`src/rtl/mem_arbiter.sv`:
```
// Arbitrates the single-port unified memory between the CPU and a DMA/loader port.
// One transfer at a time; CPU has fixed priority, with a starvation guard for DMA.
module mem_arbiter #(
  parameter int ADDR_W       = 16,
  parameter int DATA_W       = 16,
  parameter int STARVE_LIMIT = 3
) (
  input  logic              CLK,
  input  logic              Reset_n,
  input  logic              CpuReq,
  input  logic              CpuWe,
  input  logic [ADDR_W-1:0] CpuAddr,
  input  logic [DATA_W-1:0] CpuWData,
  output logic              CpuAck,
  output logic [DATA_W-1:0] CpuRData,
  output logic              CpuStall,
  input  logic              DmaReq,
  input  logic              DmaWe,
  input  logic [ADDR_W-1:0] DmaAddr,
  input  logic [DATA_W-1:0] DmaWData,
  output logic              DmaAck,
  output logic [DATA_W-1:0] DmaRData,
  output logic [ADDR_W-1:0] MemAddr,
  output logic [DATA_W-1:0] MemWData,
  output logic              MemWe,
  input  logic [DATA_W-1:0] MemRData,
  output logic [2:0]        DbgState,
  output logic [3:0]        DbgStarveCnt
);

  // Handshake: a requester raises Req with We/Addr/WData and holds Req until
  // its Ack; Ack is a single-cycle pulse, RData is valid only while Ack=1 on a
  // read. Requests are sampled only in IDLE; a transfer always runs to its ack.

  typedef enum logic [2:0] {
    IDLE    = 3'd0,
    CPU_ACC = 3'd1,
    DMA_ACC = 3'd2,
    CPU_RD  = 3'd3,
    DMA_RD  = 3'd4
  } state_t;

  localparam logic [3:0] LIMIT = 4'(STARVE_LIMIT);

  state_t            state, state_next;
  logic [ADDR_W-1:0] lat_addr;
  logic [DATA_W-1:0] lat_wdata;
  logic              lat_we;
  logic [3:0]        starve_cnt;
  logic              grant_cpu, grant_dma;

  always_ff @(posedge CLK or negedge Reset_n) begin
    if (!Reset_n) begin
      state      <= IDLE;
      lat_addr   <= '0;
      lat_wdata  <= '0;
      lat_we     <= 1'b0;
      starve_cnt <= '0;
    end else begin
      state <= state_next;
      if (grant_cpu) begin
        lat_addr  <= CpuAddr;
        lat_wdata <= CpuWData;
        lat_we    <= CpuWe;
      end else if (grant_dma) begin
        lat_addr  <= DmaAddr;
        lat_wdata <= DmaWData;
        lat_we    <= DmaWe;
      end
      // Counts only CPU wins taken while DMA was also waiting.
      if (grant_dma)
        starve_cnt <= '0;
      else if (grant_cpu && DmaReq && starve_cnt != LIMIT)
        starve_cnt <= starve_cnt + 4'd1;
    end
  end

  always_comb begin
    state_next = state;
    grant_cpu  = 1'b0;
    grant_dma  = 1'b0;
    case (state)
      IDLE: begin
        if (CpuReq && (!DmaReq || starve_cnt != LIMIT)) begin
          grant_cpu  = 1'b1;
          state_next = CPU_ACC;
        end else if (DmaReq) begin
          grant_dma  = 1'b1;
          state_next = DMA_ACC;
        end
      end
      CPU_ACC: state_next = lat_we ? IDLE : CPU_RD;
      DMA_ACC: state_next = lat_we ? IDLE : DMA_RD;
      CPU_RD:  state_next = IDLE;
      DMA_RD:  state_next = IDLE;
      default: state_next = IDLE;
    endcase
  end

  // Outputs are decoded from state and latches only, so an async reset
  // drops MemWe and both acks immediately.
  always_comb begin
    MemAddr  = lat_addr;
    MemWData = lat_wdata;
    MemWe    = 1'b0;
    CpuAck   = 1'b0;
    DmaAck   = 1'b0;
    CpuRData = '0;
    DmaRData = '0;
    case (state)
      CPU_ACC: begin
        MemWe  = lat_we;
        CpuAck = lat_we;
      end
      DMA_ACC: begin
        MemWe  = lat_we;
        DmaAck = lat_we;
      end
      CPU_RD: begin
        CpuAck   = 1'b1;
        CpuRData = MemRData;
      end
      DMA_RD: begin
        DmaAck   = 1'b1;
        DmaRData = MemRData;
      end
      default: ;
    endcase
  end

  assign CpuStall     = CpuReq & ~CpuAck;
  assign DbgState     = state;
  assign DbgStarveCnt = starve_cnt;

endmodule

```
`config.mk`:
```
export PLATFORM = sky130hd
export DESIGN_NAME = mem_arbiter
export DESIGN_NICKNAME = d
export VERILOG_FILES = /design/src/rtl/mem_arbiter.sv
export SDC_FILE = /design/constraint.sdc
export NUM_CORES = 1
export LEC_CHECK = 0
export BUFFER_PORTS_ARGS = -buffer_cell sky130_fd_sc_hd__buf_2
export CAP_MARGIN = 10
export CORE_AREA = 2 2 79 81
export DETAILED_ROUTE_END_ITERATION = 6
export DIE_AREA = 0 0 81 83
export PLACE_DENSITY = 0.82
export REMOVE_ABC_BUFFERS = 1
export SLEW_MARGIN = 10
export SYNTH_ARGS = -nofsm -noshare
export SYNTH_HDL_FRONTEND = slang
export SYNTH_SLANG_ARGS = --single-unit
```
`constraint.sdc`:
```
create_clock -name CLK -period 2.4 [get_ports CLK]
set_clock_uncertainty 0.1 [all_clocks]
set_input_delay 0.24 -clock CLK [delete_from_list [all_inputs] [get_ports CLK]]
set_output_delay 0.24 -clock CLK [all_outputs]
set_load 0.1 [all_outputs]
```
==> flow_metrics.py, run 1 <==
metrics = {
    "status": {
        "status": "finished with violations",
        "violations": "negative hold slack",
    },
    "die": {
        "die-area_mm2": 0.006723,
        "start_util_pct": 42.51,
        "coreArea_mm2": 0.005816,
        "die_w_um": 81,
        "rows": 28,
        "io_pins": 161,
        "die-height_um": 83,
    },
    "clocking": {
        "clk_latency_ns": 0.27,
        "cts_resized": 0,
        "path_clk_slew_ns": 0.07,
        "cts.sinks": 40,
        "cts_inserted_buffers": 5,
        "cts_tree": "yes",
        "post_cts_buffers": 0,
        "ctsHtreeMaxLevel": 2,
        "cts_root_buf": "clkbuf_8",
        "postCtsHoldBufs": 0,
        "clk_path_buf_depth": 2,
    },
    "timing": {
        "fmax_mhz": 455.2,
        "rsz0062_at_grt": "no",
        "period_share_pct": 91.53,
        "relSlewSlack_pct": 41.02,
        "hold_violations": 40,
        "setup_violations": 0,
        "drv_slew": 0,
        "final_period_minus_worst_setup_slack_ns": 2.197,
        "hold_ws_ns": -0.01779,
        "worstMarginPinSlew_ns": 0.8847,
        "setup_ws_ns": 0.2034,
    },
    "critical_path": {
        "r2r_slack_ns": 0.63,
        "critPathKind": "flop to primary output",
        "critPathMaxStageDelay_ns": 0.60,
        "crit_required_ns": 2.06,
        "worstPathMaxFanout": 16,
        "cp-end-kind": "primary output",
        "crit_chain": "and3b_2 -> and2_1 -> buf_2",
        "crit_buf_inv": 1,
        "startpoint_type": "flop",
        "critical_path.top_delay_family": "flip-flops",
        "critPathSlowestCell": "dfrtp_1",
        "arrival_ns": 1.86,
    },
    "global_routing": {
        "grt_pass1_wl_mm": 10.72,
        "antenna_found_initial": 0,
        "grt_max_degree": 48,
        "grt_usage_pct": 20.12,
        "overflow": 0,
        "grt_pass1_vias": 2343,
    },
    "detailed_routing": {
        "ant_nets": 0,
        "drt_pre_antenna_iters": 4,
        "wl_mm": 6.729,
        "first_iter_violations": 65,
        "wl_per_cell_um": 14.69,
        "drc": 0,
        "drt-vias-per-instance": 5.264,
        "vias": 2411,
    },
    "yosys": {
        "synth.most_common_cell": "dfrtp_1",
        "async_flop_share_pct": 100.0,
        "synth_top_cell_by_area": "dfrtp_1",
        "synth_area_mm2": 0.002472,
        "ys_seq_elements": 40,
        "synthCells": 237,
        "yosysTopAreaCellShare_pct": 40.49,
        "synth_edf_count": 0,
        "synth.distinct_cells": 33,
        "ys.flop_type": "dfrtp_1",
        "synth.top_cells.by_count": "dfrtp_1, nand2b_1, nand4b_1",
        "yosysSeqAreaShare_pct": 40.49,
        "avgSynthCellArea_um2": 10.43,
        "ys_warn_count": 0,
        "yosys-top-cells-area": "dfrtp_1, o221a_1, nand4b_1, nand2b_1, and2_1",
    },
    "placement": {
        "placed_cells": 453,
        "post-place-ws_ns": 0.3837,
        "dp_hpwl_mm": 5.136,
        "gp_routability_congestion": 0.7352,
        "numPortBuffers": 160,
    },
    "run": {
        "maxCapViolCount": 0,
    },
    "cells_and_area": {
        "fillers": 500,
        "antenna_cells": 0,
        "drive_gt1_share_pct": 46.74,
        "syn_to_final_growth_pct": 39.63,
        "instances_no_fill": 458,
        "nNetsFinal": 472,
    },
    "min_path": {
        "hold_class": "input port to async pin",
    },
}
==> cell usage in the layout (no fill, tap or decap), drive strengths merged, types with 2 or more instances in the layout <==
cell / instances
a211oi: 2
nand4b: 34
clkbuf: 5
o221a: 33
buf: 169
nand2b: 37
nand2: 2
nor3b: 3
nand3b: 2
nand3: 2
and2: 33
nor2b: 2
o21ai: 4
dfrtp: 40
==> through the flow <==
stage	hold WS, ns	TNS, ns	instance area (um^2)	util, %
finish	-0.01779	0	3452	59.36
global route	0.04239	0	3452	59.36
CTS	0.008087	0	3451	59.34
detailed placement	0.3183	0	3382	58.15
global placement	0.2993	0	3382	58.15
floorplan	-0.1556	-79.54	2336	-
==> final cells by class <==
type	count	area, um^2	area share [%]
timing repair buffer	169	940.9	27.26
tap	75	93.84	2.718
inverter	1	3.754	0.1087
multi-input combinational	168	1344	38.93
sequential	40	1001	29.00
clock buffer	5	68.82	1.993
==> routing by layer <==
metal | global-route usage (%) | routed length, um | up-vias
met1 | 21.90 | 2597 | 1099
li1 | - | - | 1182
met3 | 5.978 | 731 | 2
met5 | 0 | 0 | -
met2 | 37.34 | 3367 | 128
met4 | 4.622 | 33 | 0
==> kinds of logic (layout without fill, tap and decap cells) <==
| family | count (synthesis) | in the layout | synth area share [%] |
|---|---|---|---|
| buf+inv | 29 | 175 | 5.667 |
| fa+ha+maj | 1 | 1 | 0.5060 |
| simple gates | 122 | 122 | 35.22 |
| flops | 40 | 40 | 40.49 |
| xor+xnor | 1 | 1 | 0.3543 |
| compound gates | 44 | 44 | 17.76 |
==> worst paths after layout <==
| check | start | to | depth (start not counted) |
|---|---|---|---|
| setup / recovery | DbgState[0] | CpuRData[6] | 3 |
| hold / removal | Reset_n | MemAddr[8] | 1 |
| setup reg to reg | DbgState[1] | MemWData[14] | 4 |
| hold reg to reg | MemAddr[6] | MemAddr[6] | 1 |
| max in group asynchronous | Reset_n | DbgState[0] | 1 |
| min in group CLK | DmaReq | DbgStarveCnt[3] | 3 |
==> flip-flops by register name (all words and copies together) (netlist names) <==
name,flops
MemAddr,16
MemWData,16
DbgStarveCnt,4
DbgState,3
lat_we,1
Power of run 1 is left out: the tool's default activity adds up to more than one toggle a clock period on the data nets, which glitch-free logic cannot reach.
==> run 2: changes to the inputs <==
--- a/config.mk
+++ b/config.mk
@@ -7,10 +7,11 @@
 export LEC_CHECK = 0
 export BUFFER_PORTS_ARGS = -buffer_cell sky130_fd_sc_hd__buf_2
 export CAP_MARGIN = 10
-export CORE_AREA = 2 2 79 81
+export CORE_AREA = 2 2 78 80
+export CTS_BUF_LIST = sky130_fd_sc_hd__clkbuf_2 sky130_fd_sc_hd__clkbuf_4 sky130_fd_sc_hd__clkbuf_8
 export DETAILED_ROUTE_END_ITERATION = 6
-export DIE_AREA = 0 0 81 83
-export PLACE_DENSITY = 0.82
+export DIE_AREA = 0 0 80 82
+export PLACE_DENSITY = 0.84
 export REMOVE_ABC_BUFFERS = 1
 export SLEW_MARGIN = 10
 export SYNTH_ARGS = -nofsm -noshare
==> flow_metrics.py, run 2 (same netlist as run 1, synthesis figures left out) <==
metrics = {
    "status": {
        "status": "completed",
    },
    "timing": {
        "hold_violations": 0,
        "final_period_minus_worst_setup_slack_ns": 2.221,
        "worstMarginPinSlew_ns": 0.8677,
        "rsz0062_at_grt": "no",
        "period_share_pct": 92.55,
        "fmax_mhz": 450.2,
        "drv_slew": 0,
        "hold_ws_ns": 0.1759,
        "setup_violations": 0,
        "relSlewSlack_pct": 42.15,
    },
    "die": {
        "die-height_um": 82,
        "start_util_pct": 43.03,
        "die_w_um": 80,
        "io_pins": 161,
        "coreArea_mm2": 0.005746,
        "rows": 28,
        "die-area_mm2": 0.006560,
    },
    "critical_path": {
        "r2r-start": "DbgStarveCnt[0]",
        "critPathSlowestCell": "dfrtp_1",
        "critical_path.top_delay_family": "flip-flops",
        "crit_chain": "and3b_2 -> and2_1 -> buf_2",
        "cp-end-kind": "primary output",
        "critPathKind": "flop to primary output",
        "crit_required_ns": 2.06,
        "crit_buf_inv": 1,
        "worstPathMaxFanout": 16,
        "r2r_slack_ns": 0.44,
        "arrival_ns": 1.88,
        "critPathMaxStageDelay_ns": 0.61,
        "r2r-end": "MemWData[15]",
        "startpoint_type": "flop",
        "worstRegToRegCells": 5,
    },
    "global_routing": {
        "grt_max_degree": 48,
        "grt_pass1_wl_mm": 10.02,
        "grt_pass1_vias": 2139,
        "overflow": 0,
        "grt_usage_pct": 19.46,
        "antenna_found_initial": 0,
    },
    "clocking": {
        "path_clk_slew_ns": 0.08,
        "cts_inserted_buffers": 5,
        "cts.sinks": 40,
        "clk_path_buf_depth": 2,
        "cts_root_buf": "clkbuf_8",
        "ctsHtreeMaxLevel": 2,
        "clk_latency_ns": 0.29,
        "cts_tree": "yes",
    },
    "detailed_routing": {
        "ant_nets": 0,
        "drt-vias-per-instance": 5.237,
        "vias": 2409,
        "first_iter_violations": 103,
        "wl_per_cell_um": 14.49,
        "drt_pre_antenna_iters": 4,
        "wl_mm": 6.666,
        "drc": 0,
    },
    "min_path": {
        "hp-start": "DmaReq",
        "hold_path_end": "DbgStarveCnt[0]",
        "min_path_cells": 3,
        "hold_class": "input port to flop",
    },
    "cells_and_area": {
        "antenna_cells": 0,
        "drive_gt1_share_pct": 46.49,
        "syn_to_final_growth_pct": 40.23,
        "final_common_cell": "buf_2",
        "seq_area_mm2": 0.001001,
        "nNetsFinal": 472,
        "final_cell_mix": "buf_2, dfrtp_1, nand2b_1, nand4b_1",
        "multi_input_area_mm2": 0.001339,
        "fillers": 489,
    },
    "placement": {
        "numPortBuffers": 160,
        "dp_hpwl_mm": 4.893,
        "gp_routability_congestion": 0.7285,
    },
    "run": {
        "maxCapViolCount": 0,
    },
}
-- run 2: changes by cell type in the layout (fill, tap and decap cells not counted), sizes merged --
cell         change
bufinv           +2
buf              -1
dlygate4sd3      +1
-- run 2: final cells by class --
class	count	share of cell area (%)
multi-input combinational	168	38.61
timing repair buffer	169	25.98
inverter	1	0.1083
sequential	40	28.87
clock inverter	2	1.732
tap	75	2.707
clock buffer	5	1.985
-- run 2: worst reg2reg max path, cell delays in order (launching register included) --
cell	delay, ns
dfrtp_1	0.43
ha_1	0.24
nand4bb_1	0.11
and2_1	0.42
buf_4	0.35
o221a_1	0.24
-- run 2: timing repair --
action | 4_1_cts | 5_1_grt
gates resized for setup | 0 | 1
setup endpoints to repair | 0 | 16
buffers inserted | 0 | 0
hold buffers | 1 | 0
endpoints found under the hold margin | 16 | 0
-- run 2: per-layer routing --
| metal | vias up | global-route usage [%] | wire, um |
|---|---|---|---|
| met5 | - | 0 | 0 |
| li1 | 1181 | - | - |
| met3 | 2 | 5.495 | 666 |
| met4 | 0 | 4.915 | 26 |
| met1 | 1104 | 23.14 | 2711 |
| met2 | 122 | 34.75 | 3262 |
-- run 2: how the worst max path moves through the flow --
stage                         to  slack (ns)         from  cells past startpoint
floorplan               CpuStall       -2.75  DbgState[1]                      3
global placement    CpuRData[11]        0.47  DbgState[0]                      3
detailed placement   CpuRData[4]        0.37  DbgState[0]                      3
CTS                  CpuRData[4]        0.03  DbgState[0]                      3
global route         CpuRData[4]        0.04  DbgState[0]                      3
finish               CpuRData[4]        0.18  DbgState[0]                      3
-- run 2: metrics by stage --
step / TNS [ns] / instances / util [%] / worst slack, ns / instance area, um^2
2_1_floorplan: -79.54 / 209 / - / -2.753 / 2336
3_3_place_gp: 0 / 452 / 57.91 / 0.4691 / 3327
3_5_place_dp: 0 / 452 / 57.91 / 0.3731 / 3327
4_1_cts: 0 / 460 / 60.32 / 0.03369 / 3466
5_1_grt: 0 / 460 / 60.34 / 0.03570 / 3467
6_report: 0 / 460 / 60.34 / 0.1787 / 3467
Power of run 2 is left out for the same reason.
==> run 3: changes to the inputs <==
--- a/config.mk
+++ b/config.mk
@@ -13,6 +13,7 @@
 export DIE_AREA = 0 0 80 82
 export PLACE_DENSITY = 0.84
 export REMOVE_ABC_BUFFERS = 1
+export SETUP_SLACK_MARGIN = 0.3
 export SLEW_MARGIN = 10
 export SYNTH_ARGS = -nofsm -noshare
 export SYNTH_HDL_FRONTEND = slang
==> flow_metrics.py, run 3 (same netlist as run 1, synthesis figures left out) <==
metrics = {
    "status": {
        "status": "completed",
    },
    "cells_and_area": {
        "nNetsFinal": 472,
        "final_common_cell": "buf_2",
        "final_cell_mix": "buf_2, buf_4, dfrtp_1, nand2b_1, nand4b_1",
        "drive_gt1_share_pct": 47.53,
        "antenna_cells": 0,
        "fin_area_mm2": 0.003547,
        "instances_no_fill": 460,
        "syn_to_final_growth_pct": 43.47,
    },
    "critical_path": {
        "crit_end": "CpuRData[15]",
        "cp-end-kind": "primary output",
        "r2r_slack_ns": 0.59,
        "startpoint_type": "flop",
        "crit_required_ns": 2.06,
        "startpoint": "DbgState[2]",
        "critPathSlowestCell": "dfrtp_2",
        "arrival_ns": 1.64,
        "critPathMaxStageDelay_ns": 0.49,
        "r2r-start": "DbgStarveCnt[0]",
        "cp.depth": 3,
        "critical_path.top_delay_family": "simple AND/OR/NAND/NOR gates",
        "r2r-end": "MemWData[15]",
        "worstRegToRegCells": 5,
        "worstPathMaxFanout": 16,
        "crit_chain": "and3b_2 -> and2_1 -> buf_4",
        "critPathKind": "flop to primary output",
        "crit_buf_inv": 1,
    },
    "placement": {
        "dp_hpwl_mm": 4.893,
        "placed_cell_area_mm2": 0.003327,
        "gp_routability_congestion": 0.7285,
        "numPortBuffers": 160,
        "placed_cells": 452,
    },
    "timing": {
        "worstMarginPinSlew_ns": 0.8705,
        "fmax_mhz": 505.7,
        "relSlewSlack_pct": 41.97,
        "final_period_minus_worst_setup_slack_ns": 1.977,
        "hold_violations": 0,
        "rsz0062_at_grt": "no",
        "period_share_pct": 82.40,
        "totalNegativeSetupSlack_ns": 0,
        "drv_slew": 0,
        "setup_violations": 0,
    },
    "die": {
        "die-height_um": 82,
        "io_pins": 161,
        "die_w_um": 80,
        "start_util_pct": 43.03,
        "rows": 28,
        "coreArea_mm2": 0.005746,
        "die-area_mm2": 0.006560,
    },
    "global_routing": {
        "overflow": 0,
        "grt_pass1_vias": 2179,
        "grt_max_degree": 48,
        "grt_usage_pct": 19.75,
        "grt_pass1_wl_mm": 10.16,
        "antenna_found_initial": 0,
    },
    "clocking": {
        "cts_root_buf": "clkbuf_8",
        "clk_latency_ns": 0.29,
        "cts_tree": "yes",
        "ctsHtreeMaxLevel": 2,
        "path_clk_slew_ns": 0.08,
        "cts.sinks": 40,
        "post_cts_buffers": 0,
        "cts_inserted_buffers": 5,
        "clk_path_buf_depth": 2,
    },
    "run": {
        "maxCapViolCount": 0,
    },
    "detailed_routing": {
        "drc": 0,
        "drt-vias-per-instance": 5.263,
        "ant_nets": 0,
        "vias": 2421,
        "wl_per_cell_um": 14.69,
        "wl_mm": 6.756,
        "first_iter_violations": 106,
        "drt_pre_antenna_iters": 4,
    },
    "min_path": {
        "hold_class": "input port to flop",
    },
}
## run 3: cell count changes in the layout (fill, tap and decap cells not counted)
cell / previous run / this run
and2_2: 0 / 1
dfrtp_1: 40 / 37
buf_4: 8 / 38
dfrtp_2: 0 / 3
and2_1: 33 / 32
buf_2: 158 / 128
## run 3: what timing repair did
action | in CTS | in global routing
hold buffers | 1 | 0
endpoints found under the setup margin | 30 | 49
endpoints found under the hold margin | 16 | 0
gates resized for setup | 32 | 3
## run 3: worst min-delay path by stage
stage,from,endpoint,slack [ns],depth (start not counted)
final,DmaReq,DbgStarveCnt[0],0.18,3
after detailed placement,Reset_n,MemAddr[12],0.32,1
after floorplan,Reset_n,DbgStarveCnt[0],-0.16,0
after CTS,DmaReq,DbgStarveCnt[0],0.16,3
after global routing,DmaAddr[12],MemAddr[12],0.19,3
after global placement,Reset_n,MemAddr[12],0.30,1
## run 3: worst register-to-register path, stage by stage, from the launching register on
cell	delay [ns]
dfrtp_1	0.43
ha_1	0.24
nand4bb_1	0.11
and2_2	0.30
buf_4	0.31
o221a_1	0.25
## run 3: final cells by class
type                            instances  area, um^2
Inverter                                1       3.754
Clock inverter                          2       60.06
Timing Repair Buffer                  169       975.9
Clock buffer                            5       68.82
Tap cell                               75       93.84
Sequential cell                        40        1005
Multi-Input combinational cell        168        1340
Fill cell                             478        2198
## run 3: per-layer routing
metal	track usage, %	vias up	routed length, um
met5	0	-	0
met4	4.915	0	26
met3	5.714	2	668
met2	35.67	122	3329
met1	23.07	1114	2732
li1	-	1183	-
## run 3: metrics by stage
step,utilization [%],hold WS [ns],setup WS (ns)
4_1_cts,61.67,0.1625,0.3172
6_report,61.74,0.1761,0.4225
5_1_grt,61.74,0.1933,0.3385
3_5_place_dp,57.91,0.3151,0.3731
3_3_place_gp,57.91,0.2951,0.4691
2_1_floorplan,-,-0.1556,-2.753
Power of run 3 is left out for the same reason.
